[src/rtl/mips_debug_pkg.sv]
// Shared constants for the MIPS run-control sequencer: host command codes,
// sequencer state encoding and dump framing.
package mips_debug_pkg;

  localparam logic [7:0] CMD_RUN   = 8'h52;
  localparam logic [7:0] CMD_STEP  = 8'h53;
  localparam logic [7:0] CMD_HALT  = 8'h48;
  localparam logic [7:0] CMD_CLEAR = 8'h43;

  // Bytes per dump: four PC bytes then four cycle-count bytes.
  localparam int unsigned DUMP_LEN = 8;
  localparam int unsigned IDX_W    = 3;

  typedef enum logic [1:0] {
    ST_IDLE = 2'd0,
    ST_RUN  = 2'd1,
    ST_STEP = 2'd2,
    ST_DUMP = 2'd3
  } state_e;

endpackage

[src/rtl/dump_serializer.sv]
// Serialises a {count, pc} snapshot to the UART transmitter, LSB first,
// PC bytes before count bytes, one byte per accepted handshake.
module dump_serializer
  import mips_debug_pkg::*;
#(
  parameter int unsigned LEN = 32
) (
  input  logic             clk,
  input  logic             reset,
  input  logic             start,
  input  logic [2*LEN-1:0] snapshot,
  input  logic             tx_ready,
  output logic [7:0]       tx_data,
  output logic             tx_valid,
  output logic             done
);

  logic [LEN-1:0]   pc_q;
  logic [LEN-1:0]   cnt_q;
  logic [IDX_W-1:0] idx_q;
  logic             accept_c;

  // Bytes 0..3 come from the PC, bytes 4..7 from the cycle count.
  function automatic logic [7:0] pick_byte(input logic [LEN-1:0]   pc,
                                           input logic [LEN-1:0]   cnt,
                                           input logic [IDX_W-1:0] idx);
    logic [4:0] sh;
    sh = {idx[1:0], 3'b000};
    return idx[2] ? 8'(cnt >> sh) : 8'(pc >> sh);
  endfunction

  // Handshake and last-byte detection.
  always_comb begin
    accept_c = tx_valid && tx_ready;
    done     = accept_c && (idx_q == IDX_W'(DUMP_LEN - 1));
  end

  // Snapshot load, byte index and registered tx outputs.
  always_ff @(posedge clk or negedge reset) begin
    if (!reset) begin
      pc_q     <= '0;
      cnt_q    <= '0;
      idx_q    <= '0;
      tx_data  <= 8'h00;
      tx_valid <= 1'b0;
    end else if (start) begin
      pc_q     <= snapshot[LEN-1:0];
      cnt_q    <= snapshot[2*LEN-1:LEN];
      idx_q    <= '0;
      tx_data  <= pick_byte(snapshot[LEN-1:0], snapshot[2*LEN-1:LEN], '0);
      tx_valid <= 1'b1;
    end else if (accept_c) begin
      if (done) begin
        idx_q    <= '0;
        tx_valid <= 1'b0;
      end else begin
        idx_q   <= idx_q + IDX_W'(1);
        tx_data <= pick_byte(pc_q, cnt_q, idx_q + IDX_W'(1));
      end
    end
  end

endmodule

[src/rtl/debug_sequencer.sv]
// Run-control sequencer: decodes host command bytes into run, step, halt and
// clear, owns the pipeline enable and cycle counter, and dumps PC and count
// after every stop.
module debug_sequencer
  import mips_debug_pkg::*;
#(
  parameter int unsigned LEN = 32
) (
  input  logic           clk,
  input  logic           reset,
  input  logic [7:0]     rx_data,
  input  logic           rx_valid,
  input  logic [LEN-1:0] in_pc,
  input  logic           in_halt,
  output logic           out_pipe_enable,
  output logic           out_pipe_clear,
  output logic [7:0]     tx_data,
  output logic           tx_valid,
  input  logic           tx_ready,
  output logic           out_busy
);

  state_e         state_q;
  logic [LEN-1:0] cycle_cnt_q;
  logic [LEN-1:0] cnt_snap_c;
  logic           cmd_run_c;
  logic           cmd_step_c;
  logic           cmd_halt_c;
  logic           cmd_clear_c;
  logic           clear_c;
  logic           dump_start_c;
  logic           dump_done;

  // Command decode and dump-entry detection.
  always_comb begin
    cmd_run_c    = rx_valid && (rx_data == CMD_RUN);
    cmd_step_c   = rx_valid && (rx_data == CMD_STEP);
    cmd_halt_c   = rx_valid && (rx_data == CMD_HALT);
    cmd_clear_c  = rx_valid && (rx_data == CMD_CLEAR);
    clear_c      = (state_q == ST_IDLE) && cmd_clear_c;
    dump_start_c = 1'b0;
    case (state_q)
      ST_IDLE: dump_start_c = cmd_run_c && in_halt;
      ST_RUN:  dump_start_c = in_halt || cmd_halt_c;
      ST_STEP: dump_start_c = 1'b1;
      default: dump_start_c = 1'b0;
    endcase
    // Snapshot includes the cycle being counted at the entry edge.
    cnt_snap_c = cycle_cnt_q + LEN'(out_pipe_enable);
  end

  // Run-control FSM with registered enable, clear and busy.
  always_ff @(posedge clk or negedge reset) begin
    if (!reset) begin
      state_q         <= ST_IDLE;
      out_pipe_enable <= 1'b0;
      out_pipe_clear  <= 1'b0;
      out_busy        <= 1'b0;
    end else begin
      out_pipe_clear <= 1'b0;
      case (state_q)
        ST_IDLE: begin
          if (cmd_run_c) begin
            out_busy <= 1'b1;
            if (in_halt) begin
              state_q <= ST_DUMP;
            end else begin
              state_q         <= ST_RUN;
              out_pipe_enable <= 1'b1;
            end
          end else if (cmd_step_c) begin
            state_q         <= ST_STEP;
            out_pipe_enable <= 1'b1;
            out_busy        <= 1'b1;
          end else if (cmd_clear_c) begin
            out_pipe_clear <= 1'b1;
          end
        end
        ST_RUN: begin
          if (dump_start_c) begin
            state_q         <= ST_DUMP;
            out_pipe_enable <= 1'b0;
          end
        end
        ST_STEP: begin
          state_q         <= ST_DUMP;
          out_pipe_enable <= 1'b0;
        end
        ST_DUMP: begin
          if (dump_done) begin
            state_q  <= ST_IDLE;
            out_busy <= 1'b0;
          end
        end
        default: begin
          state_q         <= ST_IDLE;
          out_pipe_enable <= 1'b0;
          out_busy        <= 1'b0;
        end
      endcase
    end
  end

  // Executed-cycle counter; wraps silently.
  always_ff @(posedge clk or negedge reset) begin
    if (!reset) begin
      cycle_cnt_q <= '0;
    end else if (clear_c) begin
      cycle_cnt_q <= '0;
    end else if (out_pipe_enable) begin
      cycle_cnt_q <= cycle_cnt_q + LEN'(1);
    end
  end

  dump_serializer #(
    .LEN(LEN)
  ) u_dump (
    .clk      (clk),
    .reset    (reset),
    .start    (dump_start_c),
    .snapshot ({cnt_snap_c, in_pc}),
    .tx_ready (tx_ready),
    .tx_data  (tx_data),
    .tx_valid (tx_valid),
    .done     (dump_done)
  );

endmodule

[config.mk]
export PLATFORM = sky130hd
export DESIGN_NAME = debug_sequencer
export DESIGN_NICKNAME = d
export VERILOG_FILES = /design/src/rtl/mips_debug_pkg.sv /design/src/rtl/dump_serializer.sv /design/src/rtl/debug_sequencer.sv
export SDC_FILE = /design/constraint.sdc
export NUM_CORES = 1
export LEC_CHECK = 0
export CAP_MARGIN = 15
export CORE_MARGIN = 2
export CORE_UTILIZATION = 50
export CTS_CLUSTER_SIZE = 16
export DETAILED_ROUTE_END_ITERATION = 10
export GPL_TIMING_DRIVEN = 0
export PLACE_DENSITY_LB_ADDON = 0.12
export SLEW_MARGIN = 20
export SYNTH_ARGS = -nofsm -noshare
export SYNTH_HDL_FRONTEND = slang
export SYNTH_SLANG_ARGS = --single-unit
[constraint.sdc]
create_clock -name clk -period 2.6 [get_ports clk]
set_input_delay 0.52 -clock clk [delete_from_list [all_inputs] [get_ports clk]]
set_output_delay 0.52 -clock clk [all_outputs]
set_load 0.05 [all_outputs]
==> results_dict.tcl, run 1 <==
set metrics [dict create \
    slew_headroom_pct 35.75 \
    io_buffers 56 \
    met3_length_um 777 \
    drt-met1-wl_mm 7.274 \
    fmax_ghz 0.4025 \
    violations "DRC" \
    p_per_area_nw_per_um2 1221 \
    ys_types 42 \
    ys_seq_elements 113 \
    htree_num_levels 4 \
    status "finished, violations left" \
    synth_ff_type "dfrtp_1" \
    n_antenna_cell 0 \
    clockPowerShare_pct 26.6 \
    ff_latch_area_um2 2828 \
    start_util_pct 51.62 \
    synth_cells 581 \
    period_share_pct 95.56 \
    core_um2 11520 \
    place_ws_ps -365.7 \
    synth_area_per_cell_um2 10.23 \
    cts-root-buf "clkbuf_16" \
    grt_usage_pct 25.68 \
    finalWirelength_mm 15.49 \
    grt_max_degree 72 \
    finalPower_mw 8.969 \
    wl_met2_mm 7.209 \
    place_congestion 0.8622 \
    period_needed_ps 2485 \
    final_common_cell "dfrtp_1" \
    multi_input_area_um2 2872 \
    design_area_um2 7343 \
    final_cell_mix "113 x dfrtp_1, 80 x nor2_1, 55 x clkdlybuf4s50_1, 41 x nand2_1, 35 x a21oi_1" \
    first_pass_iters 7 \
    cp.required_ps 2890 \
    power_frac_seq_pct 31.4 \
    hold_path.class "input port to asynchronous set/reset pin" \
    rows 39 \
    synth.area.top_cells "dfrtp_1 48%, mux4_2 6.1%, nor2_1 5.1%" \
    numClockSinks 113 \
    hold_viol 0 \
    p_int_mw 5.686 \
    n_fill_cell 991 \
    wl_per_cell_um 19.07 \
    dpl_cell_area_um2 6713 \
    combPwrFrac_pct 42.1 \
    worstSetupPathType "input port to register" \
    finalSetupViolations 0 \
    area_growth_syn_to_layout_pct 23.53 \
    die_area_um2 12780 \
    cts_hold_buf 0 \
    die_h_um 113.0 \
    cp.arrival_ps 2770 \
    p_leak_nw 2.949 \
    die_w_um 113.0 \
    via_per_inst 5.670 \
    postCtsSetupRepairBufs 0 \
    drt_first_iter_violations 368 \
    ys_seq_area_share_pct 47.57 \
    synth_area_um2 5944 \
    grt_pass1_wl_mm 25.07 \
    synth.largest_area_cell "dfrtp_1" \
    final_nets 713 \
    worstPathMaxFanout 10 \
    yosysWarnings 0 \
    power.switching_mw 3.282 \
    num_vias 4604 \
    tightest_slew_ps 956.5 \
    fin_ws_ps 115.5 \
    tritoncts "yes" \
    swShare_pct 36.60 \
    synth_nets 637 \
    drv_slew 0 \
    synth-async-reset-ratio_pct 100.0 \
    cap_violations 0 \
    grt_pass1_vias 4725 \
    critPathCaptureType "register" \
    reg2reg_slack_ps 180 \
    synth_edf_count 0 \
    io_pins 57 \
    clock_latency_ps 410 \
    ir_drop_v 0.0006497 \
    antenna_found_initial 0 \
    top_layer "met4" \
    utilization_pct 63.77 \
    path_clk_slew_ps 50 \
    grt-ovfl-total 0 \
    clk_path_buf_depth 2 \
    drive_above_1_share_pct 15.25 \
    startpoint_type "input port" \
    cts_buffers 17 \
    yosysTopAreaCellShare_pct 47.57 \
    drt_drc_violations_left 6 \
    grt_setup_unrepaired "no" \
    postRouteAntennaNets 0 \
    hpwl_mm 11.16 \
    finClkSkew_ps 7.950 \
]
power groups by stage:
stage	logic, mW	registers (mW)	clock network [mW]
floorplan	2.47	2.94	0
global placement	3.60	2.80	0
detailed placement	3.70	2.83	0
CTS	3.77	2.81	2.41
global route	4.10	2.89	2.48
finish	3.77	2.81	2.38
registers in the layout (all words and copies together), names as in the netlist:
register	flops
u_dump.idx_q	3
u_dump.pc_q	32
out_pipe_clear	1
u_dump.tx_valid	1
u_dump.cnt_q	32
cycle_cnt_q	32
u_dump.tx_data	8
out_pipe_enable	1
out_busy	1
state_q	2
cell type report:
| class | count | share of cell area, % |
|---|---|---|
| clock inverter | 9 | 1.789 |
| tap | 143 | 2.437 |
| inverter | 17 | 0.8690 |
| sequential | 113 | 38.51 |
| clock buffer | 22 | 6.458 |
| multi-input combinational | 410 | 39.10 |
| timing repair buffer | 57 | 8.025 |
| buffer | 41 | 2.811 |
cell usage after synthesis (2+ instances only):
library cell  instances
clkbuf_2              5
nand4b_1              2
or4_1                 3
o21ai_0              28
nand3b_1              3
a21oi_1              35
or3_1                 5
inv_1                17
nand3_1              17
nor2_1               80
nor4_1               10
nand4_2               2
ha_1                 11
xor2_1               33
xnor2_1              23
a31oi_1               2
nand2_1              41
buf_4                 3
nand4_1              26
o31a_1                2
mux4_2               16
and2_1                2
mux2i_1              12
dfrtp_1             113
mux2_2               26
buf_2                15
nand2b_1              2
clkbuf_1             17
a22oi_1               2
nor3_1               15
a21o_1                2
stage by stage:
stage | std cells | TNS [ps] | hold WS (ps)
detailed placement | 781 | -20960 | 471.4
CTS | 812 | 0 | 27.52
finish | 812 | 0 | 21.46
floorplan | 581 | 0 | 224.4
global placement | 780 | -395780 | 489.4
global route | 812 | 0 | 44.93
path summary, 6_finish.rpt:
check                                            start                       endpoint  depth (start not counted)
hold / removal                                   reset  u_dump.tx_data[1]$_DFFE_PN0P_                          1
min in group clk           u_dump.pc_q[22]$_DFFE_PN0P_    u_dump.pc_q[22]$_DFFE_PN0P_                          1
hold reg to reg            u_dump.pc_q[22]$_DFFE_PN0P_    u_dump.pc_q[22]$_DFFE_PN0P_                          1
setup / recovery                            rx_data[2]    u_dump.pc_q[17]$_DFFE_PN0P_                          7
setup reg to reg           u_dump.idx_q[0]$_DFFE_PN0P_  u_dump.tx_data[2]$_DFFE_PN0P_                          9
max in group asynchronous                        reset    cycle_cnt_q[26]$_DFFE_PN0P_                          2
logic make-up (layout without fill, tap and decap cells):
family | count (synthesis) | in the layout | synth area share [%]
AOI/OAI and AO/OA | 76 | 76 | 7.198
xor gates and xnor gates | 56 | 56 | 8.251
adders and majority gates | 11 | 11 | 2.315
buffers and inverters | 58 | 146 | 4.273
DFF | 113 | 113 | 47.57
muxes | 55 | 55 | 13.20
and+or+nand+nor | 212 | 212 | 17.20
worst max-delay path, stage by stage:
cell and delay, ps:
clkdlybuf4s50_1 400, or2_1 220, buf_2 180, o41a_1 450
o22ai_2 290, buf_2 340, mux2_2 380
layer usage:
metal | GRT usage (%) | up-vias
met2 | 39.92 | 129
met4 | 7.561 | 0
met5 | 0 | -
met3 | 5.892 | 16
li1 | - | 2176
met1 | 36.43 | 2283
timing repair:
| item | 4_1_cts | 5_1_grt |
|---|---|---|
| endpoints found under the setup margin | 13 | 17 |
| pin swaps | 0 | 0 |
| gates resized for setup | 4 | 5 |
(Power assumes the default switching activity.)
==> run 2, diff against run 1 <==
Settings changed: CORE_UTILIZATION 50 to 35.
==> run 2 against run 1 <==
The flow now finishes without violations. Global-route usage decreased by 6.1 points. Non-clock buffer count is the same. Clock power down 5%. Sequential power is essentially flat. Final area is 0.89% higher. Clock-buffer cell count stayed put. Setup slack better by 34 ps.
==> results_dict.tcl, run 2 (synthesis gave the netlist of run 1 again) <==
set metrics [dict create \
    io_pins 57 \
    finalPower_mw 8.848 \
    power.switching_mw 3.288 \
    clk_path_buf_depth 2 \
    grt_setup_unrepaired "no" \
    finalWirelength_mm 16.32 \
    p_leak_nw 2.931 \
    tightest_slew_ps 986.9 \
    postRouteAntennaNets 0 \
    die_area_um2 18040 \
    n_antenna_cell 0 \
    fin_ws_ps 149.0 \
    clock_latency_ps 420 \
    path_clk_slew_ps 60 \
    clockPowerShare_pct 25.6 \
    period_share_pct 94.27 \
    io_buffers 56 \
    num_vias 4637 \
    cap_violations 0 \
    p_per_area_nw_per_um2 1194 \
    hold_path.class "input port to asynchronous set/reset pin" \
    via_per_inst 5.210 \
    period_needed_ps 2451 \
    critPathCaptureType "register" \
    final_common_cell "dfrtp_1" \
    combPwrFrac_pct 42.4 \
    hold_ws_ps 15.94 \
    hpwl_mm 12.09 \
    finClkSkew_ps 9.713 \
    first_pass_iters 4 \
    slew_headroom_pct 33.70 \
    ir_drop_v 0.0005050 \
    htree_num_levels 4 \
    postCtsSetupRepairBufs 0 \
    grt_pass1_wl_mm 26.73 \
    drive_above_1_share_pct 15.22 \
    worstSetupPathType "input port to register" \
    final_nets 713 \
    dpl_cell_area_um2 6809 \
    tns_ps 0 \
    drt_first_iter_violations 330 \
    grt_pass1_vias 4745 \
    antenna_found_initial 0 \
    finalSetupViolations 0 \
    status "complete, no violations" \
    final_cell_mix "113 x dfrtp_1, 80 x nor2_1, 55 x clkdlybuf4s50_1, 41 x nand2_1, 35 x a21oi_1" \
    power_frac_seq_pct 32.0 \
    place_congestion 0.8492 \
    drt_drc_violations_left 0 \
    grt-ovfl-total 0 \
    dp_cells 858 \
    die_h_um 134.3 \
    core_um2 16580 \
    fmax_ghz 0.4080 \
    swShare_pct 37.17 \
    start_util_pct 35.85 \
    area_growth_syn_to_layout_pct 24.63 \
    tritoncts "yes" \
    rows 47 \
    cp.arrival_ps 2750 \
    cts_hold_buf 0 \
    layout.cells.non_filler 890 \
    grt_max_degree 71 \
    utilization_pct 44.67 \
    cp.required_ps 2900 \
    drv_slew 0 \
    cts_buffers 17 \
    worstPathMaxFanout 10 \
    top_regs "cycle_cnt_q: 32 flops, u_dump.cnt_q: 32 flops, u_dump.pc_q: 32 flops" \
    numClockSinks 113 \
    design_area_um2 7408 \
    wl_per_cell_um 18.34 \
    cts-root-buf "clkbuf_16" \
    die_w_um 134.3 \
    place_ws_ps -344.6 \
    p_int_mw 5.559 \
    startpoint_type "input port" \
    hold_viol 0 \
    grt_usage_pct 19.56 \
]
run 2: cell types whose count changed in the layout (fill, tap and decap cells not counted), sizes merged:
cell | before | now
buf | 21 | 19
bufinv | 3 | 2
clkbuf | 44 | 46
clkinv | 3 | 4
clkinvlp | 3 | 4
run 2: routing by layer:
layer	GRT usage, %	routed length (um)	vias up
li1	-	-	2195
met1	26.93	7598	2315
met2	30.07	7642	98
met3	4.006	556	29
met4	8.304	527	0
met5	0	0	-
run 2: power by group through the flow:
stage	Sequential, mW	Combinational, mW	Clock, mW
floorplan	2.94	2.47	0
global placement	2.85	3.66	0
detailed placement	2.85	3.73	0
CTS	2.84	3.77	2.30
global route	2.90	4.13	2.39
finish	2.83	3.75	2.27
run 2: final timing paths:
| check | start | end | slack (ps) | cells after the start |
|---|---|---|---|---|
| worst max-delay path | rx_data[2] | u_dump.pc_q[16]$_DFFE_PN0P_ | 150 | 7 |
| min in group clk | u_dump.pc_q[14]$_DFFE_PN0P_ | u_dump.pc_q[14]$_DFFE_PN0P_ | 500 | 1 |
| worst max register to register | state_q[0]$_DFFE_PN0P_ | u_dump.pc_q[16]$_DFFE_PN0P_ | 200 | 7 |
| worst min-delay path | reset | u_dump.tx_data[1]$_DFFE_PN0P_ | 20 | 1 |
| worst min register to register | u_dump.pc_q[14]$_DFFE_PN0P_ | u_dump.pc_q[14]$_DFFE_PN0P_ | 500 | 1 |
| max in group asynchronous | reset | u_dump.cnt_q[19]$_DFFE_PN0P_ | 1900 | 2 |
run 2: area by class of cell:
type / instances / area (um2)
timing repair buffer: 57 / 589.3
inverter: 17 / 63.81
multi-input combinational: 410 / 2872
clock buffer: 22 / 464.2
tap: 220 / 275.3
buffer: 41 / 206.4
clock inverter: 10 / 110.1
sequential: 113 / 2828
fill: 1602 / 9175
run 2: repair_timing:
action                     4_1_cts  5_1_grt
setup endpoints to repair       16       14
resized for setup                2        6
gates cloned                     0        0
run 2: critical path: stages:
cell	delay (ps)
clkdlybuf4s50_1	390
or2_1	220
buf_2	170
o41a_1	440
o22ai_2	260
buf_2	360
mux2_2	380
==> run 3, diff against run 2 <==
Settings changed: CORE_MARGIN 2 to unset, RECOVER_POWER set to 50.
==> run 3 against run 2 <==
Setup slack worse by 1.8 ps. Via count up 0.97%. Sequential share of layout area down 0.46 points. Fmax about the same. Critical path type unchanged. Power up 4.2%. First-iteration DRC count down 21%. Die area down 3.0%. Wire length up 1.2%. Critical endpoint is now u_dump.pc_q[24]$_DFFE_PN0P_.
==> results_dict.tcl, run 3 (synthesis gave the netlist of run 1 again) <==
set metrics [dict create \
    ir_drop_v 0.0005559 \
    grt_pass1_vias 4762 \
    reg2reg_slack_ps 210 \
    final_nets 716 \
    dp_cells 858 \
    postRouteAntennaNets 0 \
    finalSetupViolations 0 \
    clock_latency_ps 420 \
    met3_length_um 632 \
    drt_drc_violations_left 0 \
    multi_input_area_um2 2872 \
    wl_met2_mm 7.702 \
    grt_pass1_wl_mm 26.91 \
    numClockSinks 113 \
    fmax_ghz 0.4077 \
    io_pins 57 \
    slew_headroom_pct 16.49 \
    num_vias 4682 \
    final_cell_mix "113 x dfrtp_1, 80 x nor2_1, 54 x clkdlybuf4s50_1, 41 x nand2_1, 35 x a21oi_1" \
    layout.cells.non_filler 892 \
    wl_per_cell_um 18.51 \
    p_per_area_nw_per_um2 1230 \
    start_util_pct 35.85 \
    dpl_cell_area_um2 6809 \
    drt-met1-wl_mm 7.713 \
    critPathCaptureType "register" \
    hold_path.class "input port to asynchronous set/reset pin" \
    r2r_cells 6 \
    cts_hold_buf 0 \
    clk_path_buf_depth 2 \
    top_layer "met4" \
    tritoncts "yes" \
    die_h_um 132.3 \
    p_leak_nw 2.985 \
    period_needed_ps 2453 \
    drive_above_1_share_pct 15.63 \
    drt_first_iter_violations 262 \
    first_pass_iters 6 \
    startpoint_type "input port" \
    core_um2 16580 \
    hpwl_mm 12.04 \
    n_antenna_cell 0 \
    via_per_inst 5.249 \
    final_common_cell "dfrtp_1" \
    ff_latch_area_um2 2828 \
    htree_num_levels 4 \
    n_fill_cell 1597 \
    path_clk_slew_ps 50 \
    finalWirelength_mm 16.51 \
    cap_violations 0 \
    cts-root-buf "clkbuf_16" \
    status "complete, no violations" \
    cts_buffers 17 \
    die_w_um 132.3 \
    grt_usage_pct 20.17 \
    grt-ovfl-total 0 \
    grt_max_degree 67 \
    worstReg2RegStart "cycle_cnt_q[3]$_DFFE_PN0P_" \
    tightest_slew_ps 1253 \
    period_share_pct 94.34 \
    place_congestion 0.8183 \
    worstSetupPathType "input port to register" \
    drv_slew 0 \
    hold_ws_ps 352.3 \
    area_growth_syn_to_layout_pct 26.14 \
    cp.arrival_ps 2750 \
    finClkSkew_ps 11.37 \
    cp.required_ps 2900 \
    antenna_found_initial 0 \
    grt_setup_unrepaired "no" \
    hold_viol 0 \
    rows 47 \
    reg2reg_to "u_dump.cnt_q[23]$_DFFE_PN0P_" \
    top_regs "cycle_cnt_q: 32 flops, u_dump.cnt_q: 32 flops, u_dump.pc_q: 32 flops" \
    design_area_um2 7498 \
    die_area_um2 17510 \
    worstPathMaxFanout 10 \
    io_buffers 56 \
]
-- run 3: cell types whose count changed in the layout (fill, tap and decap cells not counted), moves of 2 or more --
cell,delta
clkinvlp_4,-2
buf_4,+3
clkbuf_1,-2
bufinv_16,+3
clkinv_2,-3
-- run 3: where the power goes --
part           switching [mW]  internal, mW  total [mW]
sequential              0.424          2.42        2.84
combinational            2.06          1.74        3.80
clock                   0.812          1.77        2.58
-- run 3: routing by layer --
layer / track usage [%] / vias up
li1: - / 2197
met1: 27.55 / 2344
met2: 31.40 / 119
met3: 3.691 / 22
met4: 8.685 / 0
met5: 0 / -
-- run 3: timing repair --
action	in CTS	in global routing
gates cloned	0	0
buffers inserted	0	3
resized for setup	3	7
pin swaps	0	1
setup endpoints to repair	15	14
-- run 3: worst max-delay path by stage --
stage	endpoint	cells after the start	slack (ps)	from
floorplan	u_dump.tx_data[0]$_DFFE_PN0P_	9	270	u_dump.idx_q[0]$_DFFE_PN0P_
global placement	cycle_cnt_q[27]$_DFFE_PN0P_	1	-3500	reset
detailed placement	cycle_cnt_q[25]$_DFFE_PN0P_	8	-390	rx_data[2]
CTS	u_dump.tx_data[3]$_DFFE_PN0P_	9	8	u_dump.idx_q[1]$_DFFE_PN0P_
global route	u_dump.tx_data[3]$_DFFE_PN0P_	8	0.6	u_dump.idx_q[1]$_DFFE_PN0P_
finish	u_dump.pc_q[24]$_DFFE_PN0P_	7	150	rx_data[2]
-- run 3: cell type report --
class,instances,area share [%]
timing repair buffer,60,7.976
sequential,113,37.71
multi-input combinational,410,38.29
buffer,41,2.787
tap,220,3.671
clock inverter,9,2.386
clock buffer,22,6.324
inverter,17,0.8510
-- run 3: worst max-delay path, stage by stage --
cell and delay (ps):
clkdlybuf4s50_1 390, or2_1 210, buf_2 170, o41a_1 440, o22ai_2 280, buf_2 360, mux2_2 380
-- run 3: per-stage QoR --
step	power, mW	setup TNS [ps]	setup WS, ps	utilization [%]
3_5_place_dp	6.586	-20420	-393.0	41.06
2_1_floorplan	5.407	0	268.0	-
5_1_grt	9.793	0	0.6330	45.22
6_report	9.221	0	147.2	45.22
3_3_place_gp	6.516	-413480	-3500	40.89
4_1_cts	9.233	0	8.282	45.07
==> RTL edit 1: new RTL, flow settings as in run 2 <==
`IDX_W`: 3 -> 5.
--- a/src/rtl/mips_debug_pkg.sv
+++ b/src/rtl/mips_debug_pkg.sv
@@ -11,3 +11,3 @@
   localparam int unsigned DUMP_LEN = 8;
-  localparam int unsigned IDX_W    = 3;
+  localparam int unsigned IDX_W    = 5;
 
Formal check against the unedited RTL: same outputs for any inputs over 10 cycles, from zero or initial values and one cycle with reset low; that may be too few to reach the edited logic, so the function may still have changed.
==> RTL edit 1 against run 2 <==
- synthesized area increased by 1.4%
- total power increased by 5.3%
- routed wire length decreased by 3.8%
- register-to-register slack got worse by 70 ps
- final cell count decreased by 1.2%
- maximum frequency decreased by 0.86%
- sequential cell count increased by 2
- setup slack got worse by 21 ps
- clock skew decreased by 0.74 ps
- combinational power decreased by 3%
- final area increased by 2.4%
- highest routed layer unchanged
==> RTL edit 1: results <==
{
  "clkCellAreaFrac_pct": 8.98,
  "regArea_mm2": 0.00288,
  "drive_above_1_share_pct": 14.3,
  "numClockSinks": 115,
  "top_regs": "cycle_cnt_q x32, u_dump.cnt_q x32, u_dump.pc_q x32",
  "power_per_cell_area_mw_per_mm2": 1230,
  "place_area_mm2": 0.00689,
  "yosysSeqAreaShare_pct": 47.7,
  "synth-compound-area-share_pct": 6.50,
  "synthAdderAreaFrac_pct": 2.08,
  "pg_seq_mw": 2.96,
  "wl_met1_um": 7270,
  "coreArea_mm2": 0.0167,
  "slowest_stage": "nor4_1",
  "irDropWorstVdd_mv": 0.568,
  "final_net_count": 701,
  "drt_pass1_iterations": 6,
  "synth_cell_types": 49,
  "clock_power_mw": 2.74,
  "cts-root-buf": "clkbuf_16",
  "slew-limit-headroom_pct": 32.0,
  "synth.mux.area_fraction_pct": 12.6,
  "synthTopCellsByCount": "dfrtp_1 (115), nor2_1 (91), nand2_1 (41), a21oi_1 (38), xor2_1 (38)",
  "use_met1_pct": 24.7,
  "post_cts_resized": 0,
  "n_fill_cell": 1578,
  "dp_cells": 847,
  "dp_slack_ps": -458,
  "multi_input_area_mm2": 0.00295,
  "routed_wl_um": 15700,
  "cp_top_family": "simple AND/OR/NAND/NOR gates",
  "status": "completed",
  "finClkSkew_ps": 8.97,
  "power_mw": 9.31,
  "route.vias.total": 4534,
  "buffers_excl_clock": 87,
  "drtIter0Drc": 279,
  "gp_congestion": 0.851,
  "internal_power_mw": 6.08,
  "post-dp-hpwl_um": 11400,
  "async_flop_share_pct": 100,
  "p_leak_nw": 3.15,
  "netlist_top_cells_area": "dfrtp_1 (48%), mux4_1 (6.1%), nor2_1 (5.7%)",
  "routedWlPerCell_um": 17.9,
  "use_met3_pct": 3.85,
  "maxPowerGroup": "combinational cells",
  "grt_max_degree": 61,
  "wl_met2_um": 7480,
  "num-multi-input-gates": 408,
  "syn_nets": 625,
  "grt_use_met2_pct": 29.2,
  "synthXorXnorAreaFrac_pct": 9.17,
  "max_stage_delay_ps": 960,
  "grt.total_usage_pct": 18.1,
  "synthCells": 570,
  "arrival_ps": 2760,
  "cp_max_fo": 7,
  "dr_wl_met3_um": 683,
  "grt_pass1_wl_um": 25000
}
==> RTL edit 1: cell count changes in the layout (fill, tap and decap cells not counted), sizes merged, moves of 8 or more <==
cell    before  now
nor3b        0    9
nor2        80   91
o41ai        0    8
o21ai       28   13
mux2i       12    3
clkbuf      46   35
==> RTL edit 1: final timing paths <==
check	slack [ps]	from	to	cells past startpoint
max reg2reg	130	out_pipe_enable$_DFFE_PN0P_	cycle_cnt_q[29]$_DFFE_PN0P_	6
min	50	reset	u_dump.idx_q[3]$_DFFE_PN0P_	1
min in group clk	500	u_dump.cnt_q[0]$_DFFE_PN0P_	u_dump.cnt_q[0]$_DFFE_PN0P_	1
min reg2reg	500	u_dump.cnt_q[0]$_DFFE_PN0P_	u_dump.cnt_q[0]$_DFFE_PN0P_	1
max	130	out_pipe_enable$_DFFE_PN0P_	cycle_cnt_q[29]$_DFFE_PN0P_	6
max in group asynchronous	1830	reset	cycle_cnt_q[28]$_DFFE_PN0P_	2
==> RTL edit 2: new RTL, config.mk and constraints of run 2 <==
Without the edit above. Encoding of `state_e`: now one-hot (4 bits for 4 states).
--- a/src/rtl/mips_debug_pkg.sv
+++ b/src/rtl/mips_debug_pkg.sv
@@ -13,7 +13,7 @@
 
-  typedef enum logic [1:0] {
-    ST_IDLE = 2'd0,
-    ST_RUN  = 2'd1,
-    ST_STEP = 2'd2,
-    ST_DUMP = 2'd3
+  typedef enum logic [3:0] {
+    ST_IDLE = 4'b0001,
+    ST_RUN  = 4'b0010,
+    ST_STEP = 4'b0100,
+    ST_DUMP = 4'b1000
   } state_e;
Behaviour: no difference found for any inputs over 10 cycles, from zero or initial values and one cycle with reset low; not proved beyond that.
==> RTL edit 2 against run 2 <==
- count of clock-buffer cells in the layout grew 5
- die area grew 1.3%
- routed wire length shrank 4.6%
- final cell count shrank 0.22%
- combinational power shrank 19%
- final area is essentially flat
- worst hold slack gained 12 ps
- sequential share of layout area grew 0.70 points
- synthesized area grew 1.3%
- sequential cell count grew 2
- total power shrank 15%
- setup slack lost 72 ps
- largest cell class unchanged
- highest routed layer unchanged
==> RTL edit 2: results <==
{
  "status": "completed",
  "grt.total_usage_pct": 18.0,
  "n_fill_cell": 1624,
  "dp_slack_ps": -567,
  "netlist_top_cells_area": "dfrtp_1 (47%), mux4_2 (6.0%), xor2_1 (5.7%)",
  "routed_wl_um": 15600,
  "setup.worst_path.end": "u_dump.cnt_q[11]$_DFFE_PN0P_",
  "syn_nets": 634,
  "areaGrowthSynthToFinish_pct": 22.9,
  "num-multi-input-gates": 416,
  "wl_met1_um": 7670,
  "use_met3_pct": 3.97,
  "p_leak_nw": 2.81,
  "gp_congestion": 0.858,
  "irDropWorstVdd_mv": 0.501,
  "drive_above_1_share_pct": 11.5,
  "dp_cells": 861,
  "buffer_area_share_pct": 10.9,
  "inv_count": 11,
  "reg2regPathDepth": 9,
  "drtIter0Drc": 247,
  "clkCellAreaFrac_pct": 6.66,
  "regArea_mm2": 0.00288,
  "grt_pass1_wl_um": 24900,
  "use_met1_pct": 25.2,
  "max_stage_delay_ps": 540,
  "post-dp-hpwl_um": 11300,
  "die_w_um": 135,
  "grt_max_degree": 73,
  "clock_buffers": 27,
  "grt_pass1_vias": 4515,
  "yosysSeqAreaShare_pct": 47.8,
  "dr_wl_met3_um": 634
}
-- RTL edit 2: cell count changes after synthesis, moves of 7 or more --
| cell | run 2 | this run |
|---|---|---|
| mux2_2 | 26 | 0 |
| mux2_1 | 1 | 26 |
| nor4_1 | 10 | 2 |
| nand3_1 | 17 | 24 |
| nor3_1 | 15 | 8 |
-- RTL edit 2: cell families (layout without fill, tap and decap cells) --
group,Yosys count,in the layout,share of synthesized area (%)
flip-flops,115,115,47.8
AND/OR/NAND/NOR,223,223,19.1
AO/OA/AOI/OAI,78,78,7.00
adder cells (fa/ha/maj),5,5,1.04
buffers and inverters,53,137,4.09
multiplexers,52,52,12.5
XOR/XNOR,58,58,8.43
-- RTL edit 2: power by group through the flow --
stage / registers [mW] / clock network, mW / logic [mW]
final: 2.45 / 2.00 / 3.05
after global placement: 2.46 / 0 / 2.99
after detailed placement: 2.47 / 0 / 3.01
after CTS: 2.44 / 2.05 / 3.04
after floorplan: 2.63 / 0 / 1.98
after global routing: 2.49 / 2.13 / 3.33
